### config.mk
export PLATFORM = sky130hd
export DESIGN_NAME = demux_1x4_stream
export DESIGN_NICKNAME = d
export VERILOG_FILES = /design/src/rtl/demux_1x4_stream.sv
export SDC_FILE = /design/constraint.sdc
export NUM_CORES = 1
export LEC_CHECK = 0
export CORE_AREA = 2 2 102 104
export DETAILED_ROUTE_END_ITERATION = 6
export DIE_AREA = 0 0 104 106
export DONT_BUFFER_PORTS = 1
export PLACE_DENSITY = 0.68
export SETUP_SLACK_MARGIN = 0.05
export SLEW_MARGIN = 40
export SYNTH_ARGS = -nofsm -noshare
export SYNTH_HDL_FRONTEND = slang
export SYNTH_SLANG_ARGS = --single-unit
### constraint.sdc
create_clock -name clk -period 2 [get_ports clk]
set_clock_uncertainty 0.05 [all_clocks]
set_input_delay 0.5 -clock clk [delete_from_list [all_inputs] [get_ports clk]]
set_output_delay 0.5 -clock clk [all_outputs]
set_load 0.02 [all_outputs]
### src/rtl/demux_1x4_stream.sv
// rtl/demux_1x4_stream.sv - buffered 1-to-4 stream demultiplexer with per-channel FIFOs and pop counters
//
// Purpose: routes one valid/ready input stream into four output channels by a
// per-word 2-bit select. Each channel owns a 2-entry FIFO and a counter of
// words delivered (popped) on that channel.
//
// Ports:
//   clk, rst_n            clock, asynchronous active-low reset
//   in_valid/in_ready     input handshake; in_ready = channel in_sel not full
//   in_data, in_sel       input word and destination channel
//   out_valid[k]          channel k head valid
//   out_ready[k]          consumer k accepts head
//   out_data0..3          channel heads (0 when empty)
//   cnt0..3               delivered-word counters (wrapping)
//   cnt_clr               synchronous clear of all counters, wins over a pop
module demux_1x4_stream #(
  parameter int WIDTH = 8,
  parameter int CNT_W = 8
) (
  input  logic             clk,
  input  logic             rst_n,
  input  logic             in_valid,
  output logic             in_ready,
  input  logic [WIDTH-1:0] in_data,
  input  logic [1:0]       in_sel,
  output logic [3:0]       out_valid,
  input  logic [3:0]       out_ready,
  output logic [WIDTH-1:0] out_data0,
  output logic [WIDTH-1:0] out_data1,
  output logic [WIDTH-1:0] out_data2,
  output logic [WIDTH-1:0] out_data3,
  output logic [CNT_W-1:0] cnt0,
  output logic [CNT_W-1:0] cnt1,
  output logic [CNT_W-1:0] cnt2,
  output logic [CNT_W-1:0] cnt3,
  input  logic             cnt_clr
);

  typedef enum logic [1:0] {
    EMPTY = 2'd0,
    ONE   = 2'd1,
    FULL  = 2'd2
  } fifo_state_e;

  fifo_state_e      state_q [4];
  fifo_state_e      state_d [4];
  logic [WIDTH-1:0] mem_q   [4][2];
  logic [3:0]       wr_ptr_q, wr_ptr_d;
  logic [3:0]       rd_ptr_q, rd_ptr_d;
  logic [CNT_W-1:0] cnt_q   [4];
  logic [CNT_W-1:0] cnt_d   [4];
  logic [WIDTH-1:0] head    [4];
  logic [3:0]       push, pop, full;

  always_comb begin
    full      = '0;
    out_valid = '0;
    push      = '0;
    pop       = '0;
    wr_ptr_d  = wr_ptr_q;
    rd_ptr_d  = rd_ptr_q;
    for (int k = 0; k < 4; k++) begin
      state_d[k] = state_q[k];
      cnt_d[k]   = cnt_q[k];
      head[k]    = '0;
    end

    for (int k = 0; k < 4; k++) begin
      full[k]      = (state_q[k] == FULL);
      out_valid[k] = (state_q[k] != EMPTY);
    end

    // Readiness looks only at the pre-edge occupancy, so a full channel
    // never takes a word in the cycle it pops (no bypass).
    in_ready = ~full[in_sel];

    for (int k = 0; k < 4; k++) begin
      push[k]     = in_valid & in_ready & (in_sel == 2'(k));
      pop[k]      = out_valid[k] & out_ready[k];
      wr_ptr_d[k] = wr_ptr_q[k] ^ push[k];
      rd_ptr_d[k] = rd_ptr_q[k] ^ pop[k];

      case ({push[k], pop[k]})
        2'b10:   state_d[k] = (state_q[k] == EMPTY) ? ONE : FULL;
        2'b01:   state_d[k] = (state_q[k] == FULL) ? ONE : EMPTY;
        default: state_d[k] = state_q[k];
      endcase

      if (cnt_clr) begin
        cnt_d[k] = '0;
      end else if (pop[k]) begin
        cnt_d[k] = cnt_q[k] + CNT_W'(1);
      end

      if (state_q[k] != EMPTY) begin
        head[k] = mem_q[k][rd_ptr_q[k]];
      end
    end
  end

  always_ff @(posedge clk or negedge rst_n) begin
    if (!rst_n) begin
      wr_ptr_q <= '0;
      rd_ptr_q <= '0;
      for (int k = 0; k < 4; k++) begin
        state_q[k]  <= EMPTY;
        cnt_q[k]    <= '0;
        mem_q[k][0] <= '0;
        mem_q[k][1] <= '0;
      end
    end else begin
      wr_ptr_q <= wr_ptr_d;
      rd_ptr_q <= rd_ptr_d;
      for (int k = 0; k < 4; k++) begin
        state_q[k] <= state_d[k];
        cnt_q[k]   <= cnt_d[k];
        if (push[k]) begin
          mem_q[k][wr_ptr_q[k]] <= in_data;
        end
      end
    end
  end

  assign out_data0 = head[0];
  assign out_data1 = head[1];
  assign out_data2 = head[2];
  assign out_data3 = head[3];
  assign cnt0      = cnt_q[0];
  assign cnt1      = cnt_q[1];
  assign cnt2      = cnt_q[2];
  assign cnt3      = cnt_q[3];

endmodule

---- Word level (Yosys, flattened, before mapping) ----
Index checks and enable logic that the tools add are counted.
word-level totals
  flip-flop bits (word level) ............. 112
  bits in latches ......................... 0
  bits in writable memories ............... 0
  bits in read-only memories .............. 0
  bits of input ports ..................... 18
  output and inout bits ................... 69
  logic and storage cells ................. 147
  memories kept ........................... 0
cells by class
  add/subtract/negate cells ............... 4
  multipliers ............................. 0
  divide/modulo/power cells ............... 0
  order comparisons ....................... 13
  equal/unequal tests ..................... 15
  shifts and indexed selects .............. 0
  mux-type cells .......................... 50
  bitwise logic cells ..................... 26
  reduce and logical (&&, ||, !) cells .... 21
operators with widths
  cell                   count
  $mux W8                28
  $bwmux W16             4
  $add A8 B1 Y8 const B  4
  $demux W8 S1           4
  $reduce_bool A2 Y1     12
  $eq A2 B2 Y1 const B   10
  $ge A2 B2 Y1 const B   8
  $not A1 Y2             8
  $pmux W2 S2            4
  $eq A2 B1 Y1 const B   5
  $logic_not A2 Y1       5
  $and A1 B1 Y1          9
  $lt A2 B1 Y1 const B   4
  $mux W2                4
  $xor A1 B1 Y1          8
  $mux W1                5
  $logic_and A1 B1 Y1    4
  $lt A2 B3 Y1 const B   1
  $bmux W1 S2            1
  $not A1 Y1             1

---- Depth between registers and ports, before layout ----
  depth after elaboration ................. 8
  mapped depth ............................ 8
  gate-level depth less buffers ........... 7

---- Worst setup path after synthesis ----
OpenSTA, ideal clock, no wires.
  path type ............................... input to register
  start point ............................. input in_sel[0]
  end point ............................... register mem_q[32] (netlist bit)
  library setup time ...................... 0.125 ns
  arrival ................................. 2.098 ns
  data required time ...................... 1.825 ns
  setup slack ............................. -0.273 ns
  cell stages on the path ................. 6
  buffers on the path ..................... 2
  cell sequence ........................... clkbuf_1 > and3b_1 > nor4_1 > ha_1 > clkbuf_1 > mux2_2
between the ends
  longest elaborated chain between the ends .. 5
  elaborated cells between the ends (all ways) .. 6
  those cells by class .................... eq/ne (1); mux (2); bitwise (3)
RTL lines
  element                         RTL line  source
  start: declaration              25        input logic [1:0] in_sel,
  $bmux W1 S2                     75        in_ready = ~full[in_sel];
  $mux W1 (implied by the code)   75
  $not A1 Y1                      75
  $and A1 B1 Y1                   78        push[k] = in_valid & in_ready & (in_sel == 2'(k));
  $and A1 B1 Y1 (*)               78
  end signal: indexed assignment  118       mem_q[k][wr_ptr_q[k]] <= in_data;
  end: declaration                47        logic [WIDTH-1:0] mem_q [4][2];
Every way passes the cells marked *; elsewhere a longest branch is shown, timed or not. The select of a mux whose other input is x is not followed.
A chain may end at the register's enable or synchronous reset.

---- Worst setup path after layout ----
  start point ............................. register state_q[0] (netlist bit)
  end point ............................... output in_ready
between the ends
  longest elaborated chain between the ends .. 4
RTL lines
  element                           RTL line  source
  start: declaration                45        fifo_state_e state_q [4];
  start signal: indexed assignment  115       state_q[k] <= state_d[k];
  $eq A2 B2 Y1                      69        full[k] = (state_q[k] == FULL);
  $bmux W1 S2                       75
  $mux W1 (implied by the code)     75
  $not A1 Y1                        75
  end: declaration                  23        output logic in_ready,
Every way passes these cells. The select of a mux whose other input is x is not followed.

==> metrics.txt <==
status=finished with violations; failing checks=hold timing, setup timing; Rows=37; Sw Ratio=40.5%; flops & latches, synth=112; Synth async-reset ratio=between 90% and 100%; Syn Area/Cell=about 11 um^2; worst-path fanout max=3; most used routing layer=met2; die height=106 um; Power Internal=6.05 mW; share of layout cells above drive strength 1=39.1%; Lkg Pwr=2.81 nW; final hold violation count=approximately 110; Worst-path clk slew=0.11 ns; Worst-Margin Slew=0.476 ns; FF-to-FF Start=state_q[1]; sequential fraction of the synthesis area=52.6%; met3 Use GR=5.58%; Post-Route WL=11.5 mm; most common cell after layout, fill and taps aside=dfrtp_1; Pins Over Slew Limit=0; post-route ant nets=0; startpoint types=register; register share of total power=a little under two fifths; vias in the first global route=3696; initial core utilization=between 50% and 60%; number of synthesized flops with an enable pin=0; CTS tree=built; met1 Use GR=26.8%; clk root buf=clkbuf_8; largest net degree at the start of global routing=113; peak supply drop=slightly above 0.9 mV; Pre-Repair DR Iteration Count=4; top_reg_cell synth=dfrtp_1; crit path max-delay cell type=dfrtp_1; mean routed wirelength per cell=18.0 um; clk sink count=112; initial DRC count=slightly below 100; slew margin rel.=68.3%; Area Overhead vs Synth=21.0%; Buf/Inv on CP=2; die width=between 100 and 150 um; # setup viols final=4; ANT cells=0; GRT met2 Usage=between 30 and 40%; post-synthesis cell count=465; remaining global-route overflow=0; Final Cycle Share=104%; Mapped Area=0.00533 mm^2; CP endpoint kind=primary output; CP peak stage delay=0.41 ns; maxcap violations=0; Crit Path Class=register to primary output; FMAX=483 MHz; Via density=5.62; Distinct cells, synth=37; DP HPWL=7.50 mm; power consumption=10.2 mW; cell family with most CP delay=flip-flops; P_sw=around 4 mW; IO Pins=87; Area after DPL=0.00567 mm^2; critical-path cell list=nand3b_1 > o311ai_4 > buf_4 > o31ai_4 > buf_6; reg2reg end=mem_q[22]; CP arrival=about 1.5 ns; worst setup margin=-0.0707 ns; syn_nets=499; buffers added on ports=0; global-route wire length before repair=18.5 mm; worst path required time=1.45 ns; # nets final=533; drt drc=0; reg2reg path depth=5; cell area power density=1570 mW/mm^2; Gate power share=49.4%; Worst Hold Slack=-0.239 ns; worst-case clock buffer depth=2; Die ar.=0.0110 mm^2; FF-to-FF setup slack=0.01 ns; Final GP Congestion=0.780; most frequent cells in the layout=dfrtp_1 (110), mux2_2 (64), mux2i_1 (30), inv_1 (27), a21oi_1 (25); RSZ-0062 raised after global routing=true; Worst-Skew Late Latency=0.37 ns; Yosys warning total=0; Core Region=between 0.009 and 0.01 mm^2; Core Util, Final=64.5%; GRT Total Usage=21.0%; Final min period=2.07 ns; clock power share=13.8%; Hold Crit Class=input pin to asynchronous set/reset pin; Vias=3599; final instance area=0.00645 mm^2; H-tree depth=3; Num CTS Buffers=9; initial antenna violation count=0
stage by stage:
stage / std cells / setup TNS [ns] / setup WS (ns)
2_1_floorplan: 465 / -0.110 / -0.00797
3_3_place_gp: 608 / 0 / 0.00759
3_5_place_dp: 608 / -1.08 / -0.0809
4_1_cts: 629 / -0.0951 / -0.0518
5_1_grt: 640 / -1.09 / -0.119
6_report: 640 / -0.0862 / -0.0707
registers in the layout, indices dropped and copies added (netlist names):
signal / flops
cnt3: 8
wr_ptr_q: 4
cnt0: 8
cnt2: 8
mem_q: 64
state_q: 8
cnt1: 8
rd_ptr_q: 4
cell usage after synthesis (3+ instances only):
cell type,n,area (um^2)
a21oi_1,25,125
buf_2,10,50.1
clkbuf_1,11,41.3
dfrtp_1,112,2800
ha_1,16,200
inv_1,31,116
mux2_2,66,743
mux2i_1,36,360
nand2_1,12,45.0
nand3_1,5,25.0
nand4_1,6,37.5
nor2_1,52,195
nor2b_1,3,18.8
o211ai_1,4,30.0
o21ai_0,17,85.1
o21ai_1,3,15.0
o31ai_1,4,30.0
or3_1,13,81.3
or4_1,3,22.5
xnor2_1,10,87.6
xor2_1,6,52.6
routing by layer:
metal	vias to the layer above	part of all wire, %
li1	1680	-
met1	1809	45
met2	83	47
met3	27	5.4
met4	0	2.7
met5	-	0
power groups by stage:
stage	clock network, mW	registers, mW	logic (mW)
6_report	1.40	3.74	5.02
4_1_cts	1.43	3.74	4.20
3_5_place_dp	0	3.77	3.63
3_3_place_gp	0	3.73	3.49
2_1_floorplan	0	3.54	2.94
5_1_grt	1.53	3.85	5.37
layout make-up:
| class | count | area, um^2 |
|---|---|---|
| multi-input cells | 298 | 2690 |
| fillers | 779 | 3550 |
| well taps | 136 | 170 |
| inverters | 31 | 116 |
| clock inverters | 5 | 62.6 |
| clock buffers | 11 | 141 |
| flip-flops and latches | 112 | 2810 |
| repair buffers | 47 | 467 |
worst max-delay path by stage:
| stage | to | slack [ns] | cells after the start | start |
|---|---|---|---|---|
| 2_1_floorplan | mem_q[40] | -0.008 | 6 | in_sel[0] |
| 3_3_place_gp | mem_q[31] | 0.008 | 5 | in_sel[0] |
| 3_5_place_dp | mem_q[21] | -0.08 | 5 | in_sel[0] |
| 4_1_cts | in_ready | -0.05 | 5 | state_q[3] |
| 5_1_grt | in_ready | -0.12 | 5 | state_q[0] |
| 6_report | in_ready | -0.07 | 5 | state_q[0] |
kinds of logic (layout without fill, tap and decap cells):
group	Yosys count	count (layout)	synth area share, %
buf+inv	55	94	4.25
mux	103	103	21.0
fa+ha+maj	16	16	3.75
simple gates	104	104	9.41
xor+xnor	16	16	2.63
flops	112	112	52.6
compound gates	59	59	6.41
timing repair:
item                                    CTS  global route
gates resized for setup                  63            57
pin swaps                                 3            13
gates cloned                              2             2
endpoints found under the setup margin   67            86
endpoints found under the hold margin   112           112
buffers inserted                          3             9
Power figures use the tool's default switching activity.
